--- config.mk ---
export PLATFORM = sky130hd
export DESIGN_NAME = clock_mode_ctrl
export DESIGN_NICKNAME = d
export VERILOG_FILES = /design/src/rtl/clock_pkg.sv /design/src/rtl/mod_counter.sv /design/src/rtl/clock_mode_ctrl.sv
export SDC_FILE = /design/constraint.sdc
export NUM_CORES = 1
export LEC_CHECK = 0
export CAP_MARGIN = 10
export CORE_MARGIN = 3
export CORE_UTILIZATION = 50
export CTS_BUF_LIST = sky130_fd_sc_hd__clkbuf_16
export CTS_CLUSTER_SIZE = 30
export DETAILED_ROUTE_END_ITERATION = 12
export DONT_BUFFER_PORTS = 1
export PLACE_DENSITY = 0.66
export SKIP_CTS_REPAIR_TIMING = 1
export SLEW_MARGIN = 5
export SYNTH_ARGS = -nofsm -noshare
export SYNTH_HDL_FRONTEND = slang
export SYNTH_SLANG_ARGS = --single-unit
export TNS_END_PERCENT = 50
--- constraint.sdc ---
create_clock -name clk -period 5.9 [get_ports clk]
set_input_delay 1.77 -clock clk [delete_from_list [all_inputs] [get_ports clk]]
set_output_delay 1.77 -clock clk [all_outputs]
set_load 0.01 [all_outputs]
--- src/rtl/clock_pkg.sv ---
// Shared definitions for the digital clock: mode encodings, field widths and
// small helpers used by the mode controller and the display scanner.
package clock_pkg;

    localparam int unsigned HOUR_W     = 5;
    localparam int unsigned MINSEC_W   = 6;
    localparam int unsigned HOUR_MAX   = 23;
    localparam int unsigned MINSEC_MAX = 59;
    localparam int unsigned MODE_W     = 3;

    typedef enum logic [MODE_W-1:0] {
        S_NORMAL  = 3'd0,
        S_ADJ_H   = 3'd1,
        S_ADJ_M   = 3'd2,
        S_ALARM_H = 3'd3,
        S_ALARM_M = 3'd4
    } mode_e;

    // Mode sequence advanced by the mode button.
    function automatic mode_e mode_advance(input mode_e m);
        mode_e r;
        if (m == S_ALARM_M) begin
            r = S_NORMAL;
        end else begin
            r = mode_e'(MODE_W'(m) + MODE_W'(1));
        end
        return r;
    endfunction

    // Value a modulo counter holds after one clock, given its strobes.
    function automatic logic [MINSEC_W-1:0] mod_step(
        input logic [MINSEC_W-1:0] v,
        input logic                inc,
        input logic                clr,
        input logic [MINSEC_W-1:0] max_v
    );
        logic [MINSEC_W-1:0] r;
        r = v;
        if (clr) begin
            r = '0;
        end else if (inc) begin
            r = (v == max_v) ? '0 : v + MINSEC_W'(1);
        end
        return r;
    endfunction

    // Alarm-setting modes show the alarm registers instead of the time.
    function automatic logic is_alarm_view(input mode_e m);
        return (m == S_ALARM_H) || (m == S_ALARM_M);
    endfunction

endpackage

--- src/rtl/mod_counter.sv ---
// Modulo-MOD up counter with synchronous clear; wrap flags the increment
// that rolls MOD-1 back to zero so it can carry into the next field.
module mod_counter #(
    parameter int unsigned MOD  = 60,
    parameter int unsigned W    = 6,
    parameter int unsigned INIT = 0
) (
    input  logic         clk,
    input  logic         rst_n,
    input  logic         inc,
    input  logic         clr,
    output logic [W-1:0] value,
    output logic         wrap
);

    localparam logic [W-1:0] LAST = W'(MOD - 1);

    assign wrap = inc && !clr && (value == LAST);

    always_ff @(posedge clk or negedge rst_n) begin
        if (!rst_n) begin
            value <= W'(INIT);
        end else if (clr) begin
            value <= '0;
        end else if (inc) begin
            value <= (value == LAST) ? '0 : value + W'(1);
        end
    end

endmodule

--- src/rtl/clock_mode_ctrl.sv ---
// Mode controller and timekeeper: sequences normal / adjust / alarm-set modes,
// keeps time-of-day and alarm registers, and drives the display and alarm.
module clock_mode_ctrl
    import clock_pkg::*;
#(
    parameter int unsigned TIMEOUT_S    = 30,
    parameter int unsigned RING_S       = 60,
    parameter int unsigned ALARM_H_INIT = 6,
    parameter int unsigned ALARM_M_INIT = 0
) (
    input  logic                clk,
    input  logic                rst_n,
    input  logic                tick_1hz,
    input  logic                btn_mode,
    input  logic                btn_inc,
    output logic [HOUR_W-1:0]   hour,
    output logic [MINSEC_W-1:0] min,
    output logic [MINSEC_W-1:0] sec,
    output logic [MODE_W-1:0]   display_mode,
    output logic                alarm_armed,
    output logic                alarm_ring
);

    localparam int unsigned IDLE_W = $clog2(TIMEOUT_S + 1);
    localparam int unsigned RING_W = $clog2(RING_S + 1);

    mode_e state_q;
    mode_e state_d;

    logic btn_any;
    logic silence;
    logic mode_req;
    logic inc_req;
    logic timeout;

    logic time_run;
    logic sec_clr;
    logic adj_h_inc;
    logic adj_m_inc;
    logic ah_inc;
    logic am_inc;
    logic arm_tgl;

    logic sec_inc;
    logic min_inc;
    logic hour_inc;
    logic sec_wrap;
    logic min_wrap;
    logic hour_wrap_unused;
    logic ah_wrap_unused;
    logic am_wrap_unused;

    logic [MINSEC_W-1:0] sec_q;
    logic [MINSEC_W-1:0] min_q;
    logic [HOUR_W-1:0]   hour_q;
    logic [HOUR_W-1:0]   ah_q;
    logic [MINSEC_W-1:0] am_q;

    logic [MINSEC_W-1:0] sec_nx;
    logic [MINSEC_W-1:0] min_nx;
    logic [HOUR_W-1:0]   hour_nx;
    logic [HOUR_W-1:0]   ah_nx;
    logic [MINSEC_W-1:0] am_nx;

    logic [IDLE_W-1:0]   idle_q;
    logic [RING_W-1:0]   ring_cnt_q;
    logic                tick_upd_q;
    logic                armed_q;
    logic                ring_q;
    logic                ring_match;
    logic                ring_clear;

    logic [HOUR_W-1:0]   disp_hour_q;
    logic [MINSEC_W-1:0] disp_min_q;
    logic [MINSEC_W-1:0] disp_sec_q;

    // A button pressed while ringing only silences; mode beats inc.
    assign btn_any  = btn_mode || btn_inc;
    assign silence  = ring_q && btn_any;
    assign mode_req = btn_mode && !silence;
    assign inc_req  = btn_inc && !btn_mode && !silence;
    assign timeout  = (state_q != S_NORMAL) && tick_1hz && !btn_any &&
                      (idle_q == IDLE_W'(TIMEOUT_S - 1));

    // Mode state register.
    always_ff @(posedge clk or negedge rst_n) begin
        if (!rst_n) begin
            state_q <= S_NORMAL;
        end else begin
            state_q <= state_d;
        end
    end

    // Next-mode selection.
    always_comb begin
        state_d = state_q;
        if (timeout) begin
            state_d = S_NORMAL;
        end else if (mode_req) begin
            state_d = mode_advance(state_q);
        end
    end

    // Per-mode control strobes.
    always_comb begin
        time_run  = 1'b0;
        sec_clr   = 1'b0;
        adj_h_inc = 1'b0;
        adj_m_inc = 1'b0;
        ah_inc    = 1'b0;
        am_inc    = 1'b0;
        arm_tgl   = 1'b0;
        unique case (state_q)
            S_NORMAL: begin
                time_run = 1'b1;
                arm_tgl  = inc_req;
            end
            S_ADJ_H: begin
                adj_h_inc = inc_req;
            end
            S_ADJ_M: begin
                adj_m_inc = inc_req;
                sec_clr   = (state_d != S_ADJ_M);
            end
            S_ALARM_H: begin
                time_run = 1'b1;
                ah_inc   = inc_req;
            end
            S_ALARM_M: begin
                time_run = 1'b1;
                am_inc   = inc_req;
            end
            default: ;
        endcase
    end

    // Carry chain; a manual minute wrap never reaches the hour.
    assign sec_inc  = tick_1hz && time_run;
    assign min_inc  = sec_wrap || adj_m_inc;
    assign hour_inc = (min_wrap && time_run) || adj_h_inc;

    mod_counter #(.MOD(MINSEC_MAX + 1), .W(MINSEC_W), .INIT(0)) u_sec (
        .clk   (clk),
        .rst_n (rst_n),
        .inc   (sec_inc),
        .clr   (sec_clr),
        .value (sec_q),
        .wrap  (sec_wrap)
    );

    mod_counter #(.MOD(MINSEC_MAX + 1), .W(MINSEC_W), .INIT(0)) u_min (
        .clk   (clk),
        .rst_n (rst_n),
        .inc   (min_inc),
        .clr   (1'b0),
        .value (min_q),
        .wrap  (min_wrap)
    );

    mod_counter #(.MOD(HOUR_MAX + 1), .W(HOUR_W), .INIT(0)) u_hour (
        .clk   (clk),
        .rst_n (rst_n),
        .inc   (hour_inc),
        .clr   (1'b0),
        .value (hour_q),
        .wrap  (hour_wrap_unused)
    );

    mod_counter #(.MOD(HOUR_MAX + 1), .W(HOUR_W), .INIT(ALARM_H_INIT)) u_alarm_h (
        .clk   (clk),
        .rst_n (rst_n),
        .inc   (ah_inc),
        .clr   (1'b0),
        .value (ah_q),
        .wrap  (ah_wrap_unused)
    );

    mod_counter #(.MOD(MINSEC_MAX + 1), .W(MINSEC_W), .INIT(ALARM_M_INIT)) u_alarm_m (
        .clk   (clk),
        .rst_n (rst_n),
        .inc   (am_inc),
        .clr   (1'b0),
        .value (am_q),
        .wrap  (am_wrap_unused)
    );

    // Post-edge counter values so the display register shows them with latency 1.
    assign sec_nx  = mod_step(sec_q, sec_inc, sec_clr, MINSEC_W'(MINSEC_MAX));
    assign min_nx  = mod_step(min_q, min_inc, 1'b0, MINSEC_W'(MINSEC_MAX));
    assign hour_nx = HOUR_W'(mod_step(MINSEC_W'(hour_q), hour_inc, 1'b0,
                                      MINSEC_W'(HOUR_MAX)));
    assign ah_nx   = HOUR_W'(mod_step(MINSEC_W'(ah_q), ah_inc, 1'b0,
                                      MINSEC_W'(HOUR_MAX)));
    assign am_nx   = mod_step(am_q, am_inc, 1'b0, MINSEC_W'(MINSEC_MAX));

    always_ff @(posedge clk or negedge rst_n) begin
        if (!rst_n) begin
            disp_hour_q <= '0;
            disp_min_q  <= '0;
            disp_sec_q  <= '0;
        end else if (is_alarm_view(state_d)) begin
            disp_hour_q <= ah_nx;
            disp_min_q  <= am_nx;
            disp_sec_q  <= '0;
        end else begin
            disp_hour_q <= hour_nx;
            disp_min_q  <= min_nx;
            disp_sec_q  <= sec_nx;
        end
    end

    // Idle seconds spent outside normal mode; any button or mode change restarts it.
    always_ff @(posedge clk or negedge rst_n) begin
        if (!rst_n) begin
            idle_q <= '0;
        end else if ((state_q == S_NORMAL) || btn_any || (state_d != state_q)) begin
            idle_q <= '0;
        end else if (tick_1hz) begin
            idle_q <= idle_q + IDLE_W'(1);
        end
    end

    // Only a tick-driven update may trigger; compared one cycle after it lands.
    assign ring_match = tick_upd_q && armed_q && (hour_q == ah_q) &&
                        (min_q == am_q) && (sec_q == '0);
    assign ring_clear = btn_any || (arm_tgl && armed_q) ||
                        (tick_1hz && (ring_cnt_q == RING_W'(RING_S - 1)));

    always_ff @(posedge clk or negedge rst_n) begin
        if (!rst_n) begin
            tick_upd_q <= 1'b0;
            armed_q    <= 1'b0;
            ring_q     <= 1'b0;
            ring_cnt_q <= '0;
        end else begin
            tick_upd_q <= sec_inc;
            if (arm_tgl) begin
                armed_q <= !armed_q;
            end
            if (ring_q) begin
                if (ring_clear) begin
                    ring_q     <= 1'b0;
                    ring_cnt_q <= '0;
                end else if (tick_1hz) begin
                    ring_cnt_q <= ring_cnt_q + RING_W'(1);
                end
            end else begin
                ring_cnt_q <= '0;
                ring_q     <= ring_match && !arm_tgl;
            end
        end
    end

    assign hour         = disp_hour_q;
    assign min          = disp_min_q;
    assign sec          = disp_sec_q;
    assign display_mode = state_q;
    assign alarm_armed  = armed_q;
    assign alarm_ring   = ring_q;

endmodule

==> impl_metrics.env, run 1 <==
export IMPL_yosys_area_top_type="dfrtp_1"
export IMPL_async_flop_share=1.000
export IMPL_tightest_slew_ns=0.8691
export IMPL_cts_buffers=9
export IMPL_antenna_found_initial=0
export IMPL_required_ns=6.11
export IMPL_power_switching_mw=0.6134
export IMPL_rows=29
export IMPL_drc=0
export IMPL_rr_worst_depth=8
export IMPL_finClkSkew_ns=0.006283
export IMPL_synth_area_um2=3353
export IMPL_cap_violations=0
export IMPL_clockPowerShare=0.306
export IMPL_ios=27
export IMPL_avgViaCountPerCell=5.704
export IMPL_min_path_type="register to register"
export IMPL_die_y_um=87.89
export IMPL_gp_routability_congestion=0.7963
export IMPL_firstDrtPassIters=4
export IMPL_cp_end_kind="register"
export IMPL_grt_usage=0.1836
export IMPL_layout_setup_ws_ns=2.463
export IMPL_grt_pass1_wl_um=10750
export IMPL_finalPower_mw=1.781
export IMPL_worstSetupPathType="primary input to register"
export IMPL_power_density_nw_per_um2=478.7
export IMPL_pre_cts_ws_ns=2.113
export IMPL_clockBufferDepth=2
export IMPL_setup_violations_final=0
export IMPL_die_x_um=87.89
export IMPL_synth_top_area_share=0.4478
export IMPL_grt_max_degree=63
export IMPL_sequentialPowerShare=0.387
export IMPL_whs_path_depth=1
export IMPL_synth_area_per_cell_um2=10.65
export IMPL_leakage_nw=1.693
export IMPL_core_um2=6422
export IMPL_status="finished, final reports clean"
export IMPL_worstPathArrival_ns=3.65
export IMPL_yosysUniqueCellTypes=64
export IMPL_p_sw_frac=0.3444
export IMPL_synth_common_cells="dfrtp_1 (60), nor2_1 (34), nand2_1 (24)"
export IMPL_start_kind="primary input"
export IMPL_final_util=0.5794
export IMPL_grt_ovfl_total=0
export IMPL_vias=2276
export IMPL_drt_initial_drc_count=84
export IMPL_yosysMostFrequentCell="dfrtp_1"
export IMPL_finalHoldViolations=0
export IMPL_hpwl_um=4410
export IMPL_synth_seq_area_share=0.4634
export IMPL_clock_sinks=62
export IMPL_num_antenna_cells=0
export IMPL_reg2reg_slack_ns=3.01
export IMPL_hold_end="u_alarm_h.value[2]"
export IMPL_synth_edff_count=0
export IMPL_hold_slack_ns=0.5432
export IMPL_area_delta_synth_final_pct=10.97
export IMPL_ys_flop_type="dfrtp_1"
export IMPL_synthCells=315
export IMPL_synth_nets=334
export IMPL_fin_crit_ns=3.437
export IMPL_cts_root_buf="clkbuf_16"
export IMPL_maxSlewViolCount=0
export IMPL_initial_core_util=0.5221
export IMPL_portBuffers=0
export IMPL_synth_area_leaders="dfrtp_1 (45%), ha_1 (5.2%), xor2_1 (4.4%)"
export IMPL_drive_gt1_frac=0.1398
export IMPL_wirelength_um=6347
export IMPL_clkSlewWorstSetupHoldPaths_ns=0.05
export IMPL_cts_tree="done"
export IMPL_holdCritStartpoint="u_alarm_h.value[2]"
export IMPL_max_freq_mhz=290.9
export IMPL_max_slew_margin=0.4114
export IMPL_clk_latency_ns=0.33
export IMPL_combPwrFrac=0.308
export IMPL_period_share=0.5826
export IMPL_first_global_vias=2234
export IMPL_nNetsFinal=336
export IMPL_wire_per_inst_um=15.91
export IMPL_vdd_drop_max_uv=309.1
export IMPL_yosys_warnings=0
export IMPL_r2r_start="display_mode[0]"
export IMPL_drtAntennaViolNets=0
export IMPL_rsz0062_at_grt="false"
export IMPL_path_max_fanout=6
export IMPL_setup_tns_ns=0
export IMPL_htree_levels=3
export IMPL_synth_seq_cells=62
export IMPL_p_int_mw=1.168
export IMPL_die_area_um2=7725
export IMPL_r2r_end="hour[0]"
==> cell families after synthesis <==
family | synth area share
multiplexers | 0.06941
flip-flops | 0.4634
adder cells (fa/ha/maj) | 0.05224
buffers and inverters | 0.02164
XOR/XNOR | 0.07575
AO/OA/AOI/OAI | 0.1198
AND/OR/NAND/NOR | 0.1978
==> worst max-delay path by stage <==
stage / startpoint / endpoint / slack, ns
4_1_cts: btn_inc / hour[0] / 2.46
6_report: btn_mode / hour[0] / 2.46
5_1_grt: btn_inc / hour[1] / 2.35
3_5_place_dp: btn_inc / hour[1] / 2.11
3_3_place_gp: btn_mode / hour[1] / 2.15
2_1_floorplan: btn_mode / min[2] / 2.35
==> metal layers <==
layer	part of all wire	wire length, µm	GRT usage	up-vias
met4	0.023	147	0.1004	0
li1	-	-	-	1124
met3	0.033	211	0.03481	12
met2	0.45	2878	0.2678	38
met1	0.49	3109	0.2573	1102
met5	0	0	0	-
==> sequential cells by signal (all words and copies together) (netlist names), 3 cells and up <==
signal / count
display_mode: 3
u_alarm_h.value: 5
u_hour.value: 5
u_min.value: 6
sec: 6
u_alarm_m.value: 6
u_sec.value: 6
hour: 5
ring_cnt_q: 6
min: 6
idle_q: 5
==> stage by stage <==
stage	instance area [µm²]	instances
global placement	3415	383
floorplan	3353	315
finish	3721	399
detailed placement	3415	383
global route	3721	399
CTS	3721	399
==> cells in the final DEF (no fill, tap or decap), types with 4 or more instances in the layout <==
cell / netlist / final
ha_1: 14 / 14
nor3b_1: 4 / 4
xnor2_1: 12 / 12
nor2_1: 34 / 34
nor2b_1: 5 / 5
clkbuf_16: 0 / 9
dfrtp_1: 60 / 60
nand2_1: 24 / 24
nand4_1: 8 / 8
nand3_1: 7 / 7
and2_1: 11 / 11
inv_1: 8 / 10
o21ai_0: 11 / 11
and3_1: 4 / 4
xor2_1: 17 / 17
a21oi_1: 5 / 5
or3_1: 4 / 4
mux2_2: 10 / 10
mux2_4: 6 / 6
==> worst max-delay path: stages <==
cell and delay [ns]:
nor2_1 0.23, nor4b_4 0.46, a2111oi_4 0.15, o31ai_4 0.42, mux2_4 0.34, mux2_2 0.26
==> power by group through the flow <==
stage / Sequential, mW / Combinational, mW / Clock (mW)
finish: 0.689 / 0.548 / 0.544
global route: 0.703 / 0.618 / 0.572
CTS: 0.689 / 0.556 / 0.558
detailed placement: 0.693 / 0.549 / 0
global placement: 0.695 / 0.537 / 0
floorplan: 0.641 / 0.482 / 0
==> cell type report <==
type / count / area (µm²)
repair buffers: 1 / 7.507
inverters: 8 / 30.03
flip-flops and latches: 62 / 1554
clock inverters: 7 / 81.33
well taps: 77 / 96.34
fillers: 562 / 2701
clock buffers: 9 / 225.2
multi-input cells: 235 / 1727
Power figures use the tool's default switching activity.
==> run 2, diff against run 1 <==
==> constraint.sdc (replaced) <==
create_clock -name clk -period 3.2 [get_ports clk]
set_input_delay 0.96 -clock clk [delete_from_list [all_inputs] [get_ports clk]]
set_output_delay 0.96 -clock clk [all_outputs]
set_load 0.01 [all_outputs]
==> run 2 against run 1 <==
Against the previous run:
- utilization down 0.12 points
- clock power rose by 72%
- setup slack worse by 2.1 ns
- combinational power grew 90%
- sequential power grew 81%
- sequential cell count did not move
- clock skew fell by 0.00098 ns
- via count is essentially flat
- final area shrank 0.20%
- global-route usage rose by 0.71 points
==> impl_metrics.env, run 2 (synthesis gave the netlist of run 1 again) <==
export IMPL_max_freq_mhz=348.5
export IMPL_drt_initial_drc_count=69
export IMPL_drtAntennaViolNets=0
export IMPL_r2r_start="display_mode[0]"
export IMPL_die_x_um=87.89
export IMPL_min_path_type="primary input to async pin"
export IMPL_crit_family="multiplexers"
export IMPL_crit_slowest_cell="dfrtp_1"
export IMPL_firstDrtPassIters=4
export IMPL_final_common_cell="dfrtp_1"
export IMPL_initial_core_util=0.5221
export IMPL_leakage_nw=1.689
export IMPL_grt_usage=0.1906
export IMPL_power_density_nw_per_um2=869.1
export IMPL_rows=29
export IMPL_hold_slack_ns=0.3245
export IMPL_max_slew_margin=0.4358
export IMPL_grt_max_degree=63
export IMPL_num_antenna_cells=0
export IMPL_drive_gt1_frac=0.1451
export IMPL_cts_root_buf="clkbuf_16"
export IMPL_rsz0062_at_grt="false"
export IMPL_wire_per_inst_um=16.49
export IMPL_finalHoldViolations=0
export IMPL_clkSlewWorstSetupHoldPaths_ns=0.05
export IMPL_clk_latency_ns=0.33
export IMPL_maxSlewViolCount=0
export IMPL_clockPowerShare=0.289
export IMPL_clockBufferDepth=2
export IMPL_clock_sinks=62
export IMPL_critPathBufInv=1
export IMPL_crit_start="display_mode[0]"
export IMPL_status="finished, final reports clean"
export IMPL_die_y_um=87.89
export IMPL_gp_routability_congestion=0.8023
export IMPL_worstSetupPathType="register to register"
export IMPL_start_kind="register"
export IMPL_final_cell_mix="dfrtp_1 (60), nor2_1 (34), nand2_1 (24), xor2_1 (17), ha_1 (14)"
export IMPL_finalPower_mw=3.228
export IMPL_antenna_found_initial=0
export IMPL_cap_violations=0
export IMPL_grt_pass1_wl_um=11240
export IMPL_worst_path_stages=8
export IMPL_setup_violations_final=0
export IMPL_core_um2=6422
export IMPL_htree_levels=3
export IMPL_cts_buffers=9
export IMPL_period_share=0.8967
export IMPL_critPathMaxStageDelay_ns=0.53
export IMPL_sequentialPowerShare=0.388
export IMPL_rr_worst_depth=8
export IMPL_fillers=557
export IMPL_setup_tns_ns=0
export IMPL_tightest_slew_ns=0.8331
export IMPL_fin_crit_ns=2.870
export IMPL_grt_ovfl_total=0
export IMPL_wirelength_um=6613
export IMPL_die_area_um2=7725
export IMPL_ios=27
export IMPL_worstPathArrival_ns=3.08
export IMPL_first_global_vias=2313
export IMPL_power_switching_mw=1.144
export IMPL_cts_tree="done"
export IMPL_portBuffers=0
export IMPL_vias=2275
export IMPL_p_int_mw=2.084
export IMPL_avgViaCountPerCell=5.673
export IMPL_drc=0
export IMPL_path_cells="inv_1, ha_1, nor2b_4, nor4b_4, a2111oi_4, o31ai_4, mux2_4, mux2_2"
export IMPL_combPwrFrac=0.323
export IMPL_nNetsFinal=338
export IMPL_p_sw_frac=0.3544
export IMPL_vdd_drop_max_uv=511.6
export IMPL_hpwl_um=4523
export IMPL_required_ns=3.41
export IMPL_cp_end_kind="register"
export IMPL_finClkSkew_ns=0.005305
export IMPL_area_delta_synth_final_pct=10.75
export IMPL_path_max_fanout=8
run 2: cell count changes in the layout (fill, tap and decap cells not counted), sizes merged:
cell and delta:
buf +2, bufinv -1, clkinvlp +1
run 2: through the flow:
stage | util | instances | setup slack, ns | instance area (µm²)
after floorplan | - | 315 | 0.4597 | 3353
after global routing | 0.5782 | 401 | 0.1851 | 3714
final | 0.5782 | 401 | 0.3304 | 3714
after global placement | 0.5340 | 385 | 0.3658 | 3430
after detailed placement | 0.5340 | 385 | 0.2753 | 3430
after CTS | 0.5782 | 401 | 0.3287 | 3714
run 2: cell type report:
type                    instances  area, µm²  area share
flip-flops and latches         62       1554      0.4185
multi-input cells             235       1727      0.4650
inverters                       8      30.03    0.008086
clock buffers                   9      225.2     0.06065
repair buffers                  3      22.52    0.006065
well taps                      77      96.34     0.02594
clock inverters                 7      58.81     0.01584
run 2: per-layer routing:
layer  share of wire  track usage  wire (µm)  up-vias
met1            0.49       0.2552       3269     1117
met4           0.015      0.07113         99        0
met5               0            0          0        -
met2            0.46       0.2918       3009       21
met3           0.035      0.05833        234        7
li1                -            -          -     1130
run 2: power groups by stage:
stage	clock, mW	sequential [mW]	combinational (mW)
5_1_grt	0.994	1.29	1.18
3_5_place_dp	0	1.26	1.04
6_report	0.934	1.25	1.04
2_1_floorplan	0	1.18	0.888
3_3_place_gp	0	1.26	1.02
4_1_cts	0.957	1.26	1.05
run 2: worst paths after layout:
check,to,slack (ns)
max,hour[1],0.33
min,idle_q[2],0.32
max reg2reg,hour[1],0.33
min reg2reg,u_alarm_h.value[2],0.55
max in group asynchronous,u_alarm_h.value[2],2.70
min in group clk,u_alarm_h.value[2],0.55
run 2: worst reg2reg max path, stage by stage (launching register included):
cell and delay, ns:
dfrtp_1 0.53, inv_1 0.16, ha_1 0.30, nor2b_4 0.17, nor4b_4 0.41, a2111oi_4 0.15
o31ai_4 0.42, mux2_4 0.34, mux2_2 0.26
==> run 3, diff against run 2 <==
--- a/config.mk
+++ b/config.mk
@@ -6,7 +6,6 @@
 export NUM_CORES = 1
 export LEC_CHECK = 0
 export CAP_MARGIN = 10
-export CORE_MARGIN = 3
 export CORE_UTILIZATION = 50
 export CTS_BUF_LIST = sky130_fd_sc_hd__clkbuf_16
 export CTS_CLUSTER_SIZE = 30
==> run 3 against run 2 <==
Against the previous run:
- critical path depth unchanged
- sequential cell count did not move
- clock power is 18% higher
- cell count stayed put
- critical endpoint unchanged
- highest routed layer unchanged
==> impl_metrics.env, run 3 (synthesis gave the netlist of run 1 again) <==
export IMPL_status="finished, final reports clean"
export IMPL_cts_buffers=9
export IMPL_rsz0062_at_grt="false"
export IMPL_nNetsFinal=338
export IMPL_power_density_nw_per_um2=903.0
export IMPL_cts_root_buf="clkbuf_16"
export IMPL_final_common_cell="dfrtp_1"
export IMPL_gp_routability_congestion=0.7911
export IMPL_vias=2291
export IMPL_max_freq_mhz=352.2
export IMPL_hpwl_um=4445
export IMPL_crit_slowest_cell="dfrtp_1"
export IMPL_die_x_um=83.89
export IMPL_avgViaCountPerCell=5.713
export IMPL_clk_latency_ns=0.33
export IMPL_wire_per_inst_um=16.05
export IMPL_drtAntennaViolNets=0
export IMPL_grt_usage=0.2034
export IMPL_grt_max_degree=63
export IMPL_required_ns=3.41
export IMPL_drt_initial_drc_count=131
export IMPL_max_slew_margin=0.4517
export IMPL_maxSlewViolCount=0
export IMPL_cp_end_kind="register"
export IMPL_clock_sinks=62
export IMPL_initial_core_util=0.5221
export IMPL_wirelength_um=6435
export IMPL_pre_cts_ws_ns=0.3172
export IMPL_cap_violations=0
export IMPL_hold_slack_ns=0.3253
export IMPL_clockBufferDepth=2
export IMPL_min_path_type="primary input to async pin"
export IMPL_drive_gt1_frac=0.1481
export IMPL_clkSlewWorstSetupHoldPaths_ns=0.05
export IMPL_worstSetupPathType="register to register"
export IMPL_die_y_um=83.89
export IMPL_path_cells="inv_1, ha_1, nor2b_4, nor4b_4, a2111oi_4, o31ai_4, mux2_4, mux2_2"
export IMPL_period_share=0.8872
export IMPL_path_max_fanout=8
export IMPL_finalPower_mw=3.403
export IMPL_htree_levels=3
export IMPL_setup_tns_ns=0
export IMPL_first_global_vias=2322
export IMPL_grt_ovfl_total=0
export IMPL_layout_setup_ws_ns=0.3610
export IMPL_worstPathArrival_ns=3.05
export IMPL_drc=0
export IMPL_grt_pass1_wl_um=11110
export IMPL_critPathMaxStageDelay_ns=0.54
export IMPL_ios=27
export IMPL_vdd_drop_max_uv=457.7
export IMPL_area_delta_synth_final_pct=12.39
export IMPL_final_cell_mix="dfrtp_1 (60), nor2_1 (34), nand2_1 (24), xor2_1 (17), ha_1 (14)"
export IMPL_die_area_um2=7038
export IMPL_firstDrtPassIters=4
export IMPL_start_kind="register"
export IMPL_portBuffers=0
export IMPL_tightest_slew_ns=0.8096
export IMPL_rows=29
export IMPL_num_antenna_cells=0
export IMPL_cts_tree="done"
export IMPL_final_util=0.5868
export IMPL_leakage_nw=1.708
export IMPL_setup_violations_final=0
export IMPL_antenna_found_initial=0
export IMPL_core_um2=6422
export IMPL_finalHoldViolations=0
export IMPL_fin_crit_ns=2.839
export IMPL_finClkSkew_ns=0.005239
run 3: changes by cell type in the layout (fill, tap and decap cells not counted):
cell	change
bufinv_16	+2
clkinv_4	+1
inv_1	-1
clkinv_2	-2
run 3: path summary, 6_finish.rpt:
kind                                 endpoint                from  cells after the start  slack [ns]
min in group clk           u_alarm_h.value[2]  u_alarm_h.value[2]                      1        0.55
setup / recovery                      hour[1]     display_mode[0]                      8        0.36
hold reg to reg            u_alarm_h.value[2]  u_alarm_h.value[2]                      1        0.55
hold / removal                      idle_q[2]               rst_n                      0        0.33
max in group asynchronous  u_alarm_h.value[2]               rst_n                      0        2.70
setup reg to reg                      hour[1]     display_mode[0]                      8        0.36
run 3: power by group:
| part | switching [mW] | internal [mW] | total, mW |
|---|---|---|---|
| logic | 0.548 | 0.503 | 1.05 |
| clock network | 0.345 | 0.756 | 1.10 |
| registers | 0.261 | 0.991 | 1.25 |
run 3: layer usage:
metal	track usage	vias up	share of wire
met2	0.3092	36	0.45
met1	0.2803	1111	0.50
li1	-	1134	-
met4	0.07053	0	0.015
met3	0.05539	10	0.036
met5	0	-	0
run 3: critical path, delay by kind of cell, from the launching register on:
family | cells | cell delay [ns]
mux | 2 | 0.60
simple gates | 2 | 0.56
compound gates | 2 | 0.56
flops | 1 | 0.54
fa+ha+maj | 1 | 0.30
buf+inv | 1 | 0.16
run 3: layout make-up:
cell class	count	area (µm²)
well taps	77	96.34
repair buffers	3	22.52
flip-flops and latches	62	1554
clock buffers	9	225.2
multi-input cells	235	1727
inverters	8	30.03
clock inverters	7	113.9
fillers	557	2654
run 3: per-stage QoR:
stage / instances / instance area [µm²]
4_1_cts: 401 / 3769
2_1_floorplan: 315 / 3353
6_report: 401 / 3769
3_5_place_dp: 385 / 3430
5_1_grt: 401 / 3769
3_3_place_gp: 385 / 3430
